**config.mk**
```make
export PLATFORM = sky130hd
export DESIGN_NAME = seq_divider_flat
export DESIGN_NICKNAME = d
export VERILOG_FILES = /design/src/rtl/seq_divider_if.sv /design/src/rtl/seq_divider.sv /design/src/flat_wrapper.sv
export SDC_FILE = /design/constraint.sdc
export NUM_CORES = 1
export LEC_CHECK = 0
export ABC_AREA = 1
export BUFFER_PORTS_ARGS = -buffer_cell sky130_fd_sc_hd__buf_2
export CELL_PAD_IN_SITES_DETAIL_PLACEMENT = 2
export CELL_PAD_IN_SITES_GLOBAL_PLACEMENT = 2
export CORE_ASPECT_RATIO = 1.2
export CORE_MARGIN = 2
export CORE_UTILIZATION = 32
export DETAILED_ROUTE_END_ITERATION = 10
export PLACE_DENSITY = 0.83
export SKIP_CTS_REPAIR_TIMING = 1
export SLEW_MARGIN = 20
export SYNTH_ARGS = -nofsm -noshare
export SYNTH_HDL_FRONTEND = slang
export SYNTH_SLANG_ARGS = --single-unit
export TNS_END_PERCENT = 100
```
**constraint.sdc**
```tcl
create_clock -name i_clk -period 5.4 [get_ports i_clk]
set_clock_uncertainty 0.15 [all_clocks]
set_input_delay 0.81 -clock i_clk [delete_from_list [all_inputs] [get_ports i_clk]]
set_output_delay 0.81 -clock i_clk [all_outputs]
set_load 0.01 [all_outputs]
```
**src/rtl/seq_divider_if.sv**
```systemverilog
// Request/result handshake bundle for seq_divider.
// The master drives requests and result acceptance; the slave is the divider.
interface seq_divider_if #(
  parameter int WIDTH = 8
);
  logic             i_valid;
  logic             o_ready;
  logic [WIDTH-1:0] i_dividend;
  logic [WIDTH-1:0] i_divisor;
  logic             o_valid;
  logic             i_ready;
  logic [WIDTH-1:0] o_quotient;
  logic [WIDTH-1:0] o_remainder;
  logic             o_div_by_zero;

  modport master (
    output i_valid, i_dividend, i_divisor, i_ready,
    input  o_ready, o_valid, o_quotient, o_remainder, o_div_by_zero
  );

  modport slave (
    input  i_valid, i_dividend, i_divisor, i_ready,
    output o_ready, o_valid, o_quotient, o_remainder, o_div_by_zero
  );
endinterface

```
**src/rtl/seq_divider.sv**
```systemverilog
// Iterative restoring divider: one quotient bit per cycle on operand magnitudes,
// with optional two's-complement sign correction applied on the final step.
module seq_divider #(
  parameter int WIDTH  = 8,
  parameter bit SIGNED = 1'b0
) (
  input logic          i_clk,
  input logic          i_rst_n,
  seq_divider_if.slave bus
);

  localparam int CNT_W = $clog2(WIDTH + 1);

  typedef enum logic [1:0] {
    IDLE = 2'd0,
    BUSY = 2'd1,
    DONE = 2'd2
  } state_e;

  state_e           state_q, state_d;
  logic [CNT_W-1:0] count_q, count_d;
  logic [WIDTH-1:0] rem_q, rem_d;
  logic [WIDTH-1:0] shf_q, shf_d;
  logic [WIDTH-1:0] dvs_q, dvs_d;
  logic             q_neg_q, q_neg_d;
  logic             r_neg_q, r_neg_d;
  logic [WIDTH-1:0] quotient_q, quotient_d;
  logic [WIDTH-1:0] remainder_q, remainder_d;
  logic             dbz_q, dbz_d;

  logic             accept;
  logic             dend_neg, dsor_neg;
  logic [WIDTH-1:0] dend_mag, dsor_mag;
  logic [WIDTH:0]   rem_shift;
  logic             no_borrow;
  logic [WIDTH-1:0] step_rem, step_quo;

  assign accept = bus.i_valid && (state_q == IDLE);

  always_comb begin
    dend_neg = (SIGNED != 1'b0) && bus.i_dividend[WIDTH-1];
    dsor_neg = (SIGNED != 1'b0) && bus.i_divisor[WIDTH-1];
    dend_mag = dend_neg ? ((~bus.i_dividend) + WIDTH'(1)) : bus.i_dividend;
    dsor_mag = dsor_neg ? ((~bus.i_divisor) + WIDTH'(1)) : bus.i_divisor;
  end

  // shf_q shifts dividend bits out at the top while quotient bits enter at the bottom
  always_comb begin
    rem_shift = {rem_q, shf_q[WIDTH-1]};
    no_borrow = (rem_shift >= {1'b0, dvs_q});
    step_rem  = rem_shift[WIDTH-1:0];
    step_quo  = {shf_q[WIDTH-2:0], 1'b0};
    if (no_borrow) begin
      step_rem = rem_shift[WIDTH-1:0] - dvs_q;
      step_quo = {shf_q[WIDTH-2:0], 1'b1};
    end
  end

  always_comb begin
    state_d     = state_q;
    count_d     = count_q;
    rem_d       = rem_q;
    shf_d       = shf_q;
    dvs_d       = dvs_q;
    q_neg_d     = q_neg_q;
    r_neg_d     = r_neg_q;
    quotient_d  = quotient_q;
    remainder_d = remainder_q;
    dbz_d       = dbz_q;

    unique case (state_q)
      IDLE: begin
        if (accept) begin
          if (bus.i_divisor == '0) begin
            quotient_d  = '1;
            remainder_d = bus.i_dividend;
            dbz_d       = 1'b1;
            state_d     = DONE;
          end else begin
            count_d = '0;
            rem_d   = '0;
            shf_d   = dend_mag;
            dvs_d   = dsor_mag;
            q_neg_d = dend_neg ^ dsor_neg;
            r_neg_d = dend_neg;
            dbz_d   = 1'b0;
            state_d = BUSY;
          end
        end
      end
      BUSY: begin
        rem_d   = step_rem;
        shf_d   = step_quo;
        count_d = count_q + CNT_W'(1);
        // Final step: results land in the output registers already sign-corrected
        if (count_q == CNT_W'(WIDTH - 1)) begin
          quotient_d  = q_neg_q ? ((~step_quo) + WIDTH'(1)) : step_quo;
          remainder_d = r_neg_q ? ((~step_rem) + WIDTH'(1)) : step_rem;
          state_d     = DONE;
        end
      end
      DONE: begin
        if (bus.i_ready) begin
          state_d = IDLE;
        end
      end
      default: state_d = IDLE;
    endcase
  end

  always_ff @(posedge i_clk) begin
    if (!i_rst_n) begin
      state_q     <= IDLE;
      count_q     <= '0;
      rem_q       <= '0;
      shf_q       <= '0;
      dvs_q       <= '0;
      q_neg_q     <= 1'b0;
      r_neg_q     <= 1'b0;
      quotient_q  <= '0;
      remainder_q <= '0;
      dbz_q       <= 1'b0;
    end else begin
      state_q     <= state_d;
      count_q     <= count_d;
      rem_q       <= rem_d;
      shf_q       <= shf_d;
      dvs_q       <= dvs_d;
      q_neg_q     <= q_neg_d;
      r_neg_q     <= r_neg_d;
      quotient_q  <= quotient_d;
      remainder_q <= remainder_d;
      dbz_q       <= dbz_d;
    end
  end

  assign bus.o_ready       = (state_q == IDLE);
  assign bus.o_valid       = (state_q == DONE);
  assign bus.o_quotient    = quotient_q;
  assign bus.o_remainder   = remainder_q;
  assign bus.o_div_by_zero = dbz_q;

endmodule
```
**src/flat_wrapper.sv**
```systemverilog
// flat-port wrapper written by rule: the top's interface ports become plain ports
module seq_divider_flat 
#(
  parameter int WIDTH  = 8,
  parameter bit SIGNED = 1'b0
)
  (i_clk, i_rst_n, bus_i_valid, bus_i_dividend, bus_i_divisor, bus_i_ready, bus_o_ready, bus_o_valid, bus_o_quotient, bus_o_remainder, bus_o_div_by_zero);
  seq_divider_if #(.WIDTH(WIDTH)) bus_i ();
  input logic i_clk;
  input logic i_rst_n;
  input wire logic [$bits(bus_i.i_valid)-1:0] bus_i_valid;
  input wire logic [$bits(bus_i.i_dividend)-1:0] bus_i_dividend;
  input wire logic [$bits(bus_i.i_divisor)-1:0] bus_i_divisor;
  input wire logic [$bits(bus_i.i_ready)-1:0] bus_i_ready;
  output wire logic [$bits(bus_i.o_ready)-1:0] bus_o_ready;
  output wire logic [$bits(bus_i.o_valid)-1:0] bus_o_valid;
  output wire logic [$bits(bus_i.o_quotient)-1:0] bus_o_quotient;
  output wire logic [$bits(bus_i.o_remainder)-1:0] bus_o_remainder;
  output wire logic [$bits(bus_i.o_div_by_zero)-1:0] bus_o_div_by_zero;
  assign bus_i.i_valid = bus_i_valid;
  assign bus_i.i_dividend = bus_i_dividend;
  assign bus_i.i_divisor = bus_i_divisor;
  assign bus_i.i_ready = bus_i_ready;
  assign bus_o_ready = bus_i.o_ready;
  assign bus_o_valid = bus_i.o_valid;
  assign bus_o_quotient = bus_i.o_quotient;
  assign bus_o_remainder = bus_i.o_remainder;
  assign bus_o_div_by_zero = bus_i.o_div_by_zero;
  seq_divider #(.WIDTH(WIDTH), .SIGNED(SIGNED)) u_core (.i_clk(i_clk), .i_rst_n(i_rst_n), .bus(bus_i));
endmodule
```
==> impl_metrics.csv <==
group,metric,value,unit
run_status,outcome,"finished clean",
global_route,grt_first_pass_wirelength,13600,um
final_layout,area.growth.synth_to_final,12.3,%
hold_path,worstHoldEndpoint,"u_core.dvs_q[2]$_SDFFE_PN0P_",
routing,drcViolationCount,0,
hold_path,min-delay-path-class,"reg -> reg",
power,power.leakage,1.46,nW
routing,drtIter0Drc,46,
logic_synthesis,ys_warn_count,0,
routing,drt_pre_antenna_iters,4,
sta,fmax,444,MHz
clocking,number_of_h_tree_levels,2,
power,total_switching_power,0.000446,W
floorplanning,num_io_pins,39,
floorplanning,floorplan.rows,35,
logic_synthesis,syn-num-nets,404,
final_layout,num-nets-final,436,
critical_path,crit_path_cell_trace,"ha_1 -> nand2_1 -> nor2_1 -> nand2_1 -> nand3_1 -> nand3_1 -> nand4_1 -> nand3_1 -> nand2_1 -> inv_1",
clocking,clock_insertion_delay_worst_skew,300,ps
logic_synthesis,synth_top_area_frac,0.366,
sta,final-max-slew-violation-count,0,
global_route,grt_max_degree,34,
critical_path,worst_path_largest_cell_delay,370,ps
floorplanning,chipHeight,102,um
floorplanning,dieArea,8760,um2
logic_synthesis,ys_seq_area_frac,0.366,
power,swShare,0.417,
final_layout,layout-drive-gt1-share,0.157,
hold_path,worst_hold_startpoint,"u_core.dvs_q[2]$_SDFFE_PN0P_",
final_layout,antenna_cells,0,
critical_path,ff2ff_setup_slack,3150,ps
routing,dr_total_vias,2560,
floorplanning,floorplan.die.width,85.8,um
logic_synthesis,syn_area_cell,6.86,um2
global_route,grt-busiest-layer,"met2",
final_layout,finish.utilization,0.372,
critical_path,regToRegStartpoint,"u_core.rem_q[2]$_SDFFE_PN0P_",
sta,timing.final.crit_share,0.417,
sta,worst_hold_slack,339,ps
routing,drt-total-wl,7750,um
sta,hold_viol,0,
logic_synthesis,post_synth_instance_area,2570,um2
critical_path,crit_path_top_delay_cell,"dfxtp_1",
critical_path,worst-path-buf-inv,1,
global_route,first_global_vias,2726,
critical_path,arrival,2300,ps
critical_path,worstSetupPathType,"reg -> reg",
power,intPower,0.000623,W
sta,period_minus_slack,2250,ps
final_layout,layout.filler_cells,972,
sta,worst_max_slew_margin_expressed_relative_to_the_limit,0.542,
placement,routabilityCongestion,0.785,
logic_synthesis,cell_variety_after_synth,31,
sta,final-setup-viol-count,0,
critical_path,critPathTopFamily,"simple AND/OR/NAND/NOR gates",
global_route,antenna_found_initial,0,
clocking,cts_inserted_buffers,5,
floorplanning,initial_core_util,0.331,
critical_path,crit_path_end_kind,"flip-flop",
power,clock_network_fraction_of_total_power,0.200,
sta,total_negative_slack,0,ps
hold_path,min_delay_path_depth,2,
clocking,clk_buf_depth,2,
global_route,globalRouteOverflowTotal,0,
sta,rsz0062_at_grt,"false",
placement,dp.final_hpwl,6030,um
routing,wire_per_inst,15.5,um
global_route,met1_resource_use_gr,0.239,
global_route,gr-usage-met2,0.355,
clocking,cts_tree,"built",
logic_synthesis,synth.ff_latch_count,47,
critical_path,setup.worst_path.start_class,"flip-flop",
routing,postRouteAntennaNets,0,
critical_path,cp_max_fo,8,
global_route,grt_use_met3,0.0250,
placement,portBuffers,38,
final_layout,ff_latch_area,941,um2
power,peakVddDrop,0.000186,V
critical_path,worstReg2RegEnd,"u_core.rem_q[2]$_SDFFE_PN0P_",
floorplanning,floorplan.core_area,7750,um2
critical_path,reg2regPathDepth,10,
final_layout,multi_input_area,1350,um2
sta,tightest_slew,685,ps
power,power_frac_comb,0.400,
logic_synthesis,syn-instance-count,374,
global_route,grt_usage,0.193,
routing,drt-vias-per-instance,5.13,
power,pwr-share-seq,0.400,
job,drv_cap,0,
critical_path,cp_data_required_time,5450,ps
logic_synthesis,synth.largest_area_cell,"dfxtp_1",
clocking,cts-root-buf,"clkbuf_8",
power,power.density_cell_area,371,nW/um2
clocking,cts_sinks,47,
clocking,clock_slew_at_reported_path_ffs,80,ps
logic_synthesis,netlist_top_cells_area,"dfxtp_1 37%, nand2_1 12%, inv_1 7.0%",
flip-flops by register name, summed over array words and instances (netlist names):
register and cells:
u_core.bus.o_quotient 8, u_core.bus.o_remainder 8, u_core.dvs_q 8, u_core.rem_q 8, u_core.shf_q 8, u_core.count_q 4, u_core.state_q 2, u_core.bus.o_div_by_zero 1
cells in the mapped netlist, drive strengths merged:
library cell / n
o21ai: 27
clkbuf: 4
buf: 9
fa: 1
xor2: 1
nand4: 11
dfxtp: 47
or2: 1
nand3b: 1
nand3: 33
a31oi: 7
ha: 9
nor2: 47
nand2: 82
nor3b: 1
nor3: 9
xnor2: 3
a21oi: 27
a22oi: 1
inv: 53
power by group through the flow:
stage	sequential, W	combinational [W]	clock [W]
3_3_place_gp	0.000432	0.000415	0
5_1_grt	0.000433	0.000490	0.000233
6_report	0.000427	0.000428	0.000214
4_1_cts	0.000427	0.000437	0.000220
2_1_floorplan	0.000436	0.000303	0
3_5_place_dp	0.000434	0.000431	0
area by class of cell:
type | count | share of cell area
multi-input combinational | 261 | 0.468
clock buffer | 6 | 0.0252
timing repair buffer | 38 | 0.0660
clock inverter | 2 | 0.00434
tap | 92 | 0.0399
inverter | 53 | 0.0699
sequential | 47 | 0.326
kinds of logic after synthesis:
group,count (synthesis),synth area share
buf+inv,66,0.108
compound gates,62,0.131
flops,47,0.366
fa+ha+maj,10,0.0517
xor+xnor,4,0.0136
simple gates,185,0.329
worst max path at each step:
stage                                            start  depth (start not counted)  slack, ps                                endpoint
after global placement                         i_rst_n                          5       3040          u_core.count_q[3]$_SDFFE_PN0P_
after CTS                 u_core.dvs_q[4]$_SDFFE_PN0P_                         11       3140            u_core.rem_q[2]$_SDFFE_PN0P_
after floorplan                       bus_i_divisor[5]                          9       3410  u_core.bus.o_remainder[4]$_SDFFE_PN0P_
after global routing      u_core.dvs_q[4]$_SDFFE_PN0P_                         11       2970            u_core.rem_q[2]$_SDFFE_PN0P_
final                     u_core.rem_q[2]$_SDFFE_PN0P_                         10       3150            u_core.rem_q[2]$_SDFFE_PN0P_
after detailed placement                       i_rst_n                          5       2940          u_core.count_q[3]$_SDFFE_PN0P_
metal layers:
metal	wire (um)	share of wire
met3	153	0.020
met5	0	0
met4	95	0.012
met1	3530	0.46
met2	3980	0.51
placed cells by master, fill, tap and decap left out:
| cell type | n |
|---|---|
| a21oi_1 | 25 |
| a21oi_2 | 1 |
| a21oi_4 | 1 |
| a22oi_1 | 1 |
| a31oi_1 | 7 |
| buf_2 | 38 |
| clkbuf_1 | 1 |
| clkbuf_8 | 5 |
| clkinv_2 | 1 |
| clkinvlp_4 | 1 |
| dfxtp_1 | 47 |
| fa_1 | 1 |
| ha_1 | 9 |
| inv_1 | 48 |
| inv_2 | 4 |
| inv_4 | 1 |
| nand2_1 | 79 |
| nand2_2 | 3 |
| nand3_1 | 33 |
| nand3b_4 | 1 |
| nand4_1 | 10 |
| nand4_2 | 1 |
| nor2_1 | 41 |
| nor2_2 | 2 |
| nor2_4 | 4 |
| nor3_1 | 9 |
| nor3b_1 | 1 |
| o21ai_0 | 10 |
| o21ai_1 | 17 |
| or2_2 | 1 |
| xnor2_1 | 3 |
| xor2_1 | 1 |
per-stage QoR:
| stage | cell area (um2) | setup WS, ps | std cells | power [W] |
|---|---|---|---|---|
| floorplan | 2570 | 3410 | 374 | 0.000738 |
| global placement | 2800 | 3040 | 491 | 0.000847 |
| detailed placement | 2800 | 2940 | 491 | 0.000866 |
| CTS | 2880 | 3140 | 499 | 0.00108 |
| global route | 2880 | 2970 | 499 | 0.00116 |
| finish | 2880 | 3150 | 499 | 0.00107 |
worst register-to-register path: cells and delay by family (launching register included):
family | cells | cell delay, ps
adder cells (fa/ha/maj) | 1 | 360
flip-flops | 1 | 370
buffers and inverters | 1 | 50
AND/OR/NAND/NOR | 8 | 1230
Power figures use the tool's default switching activity.
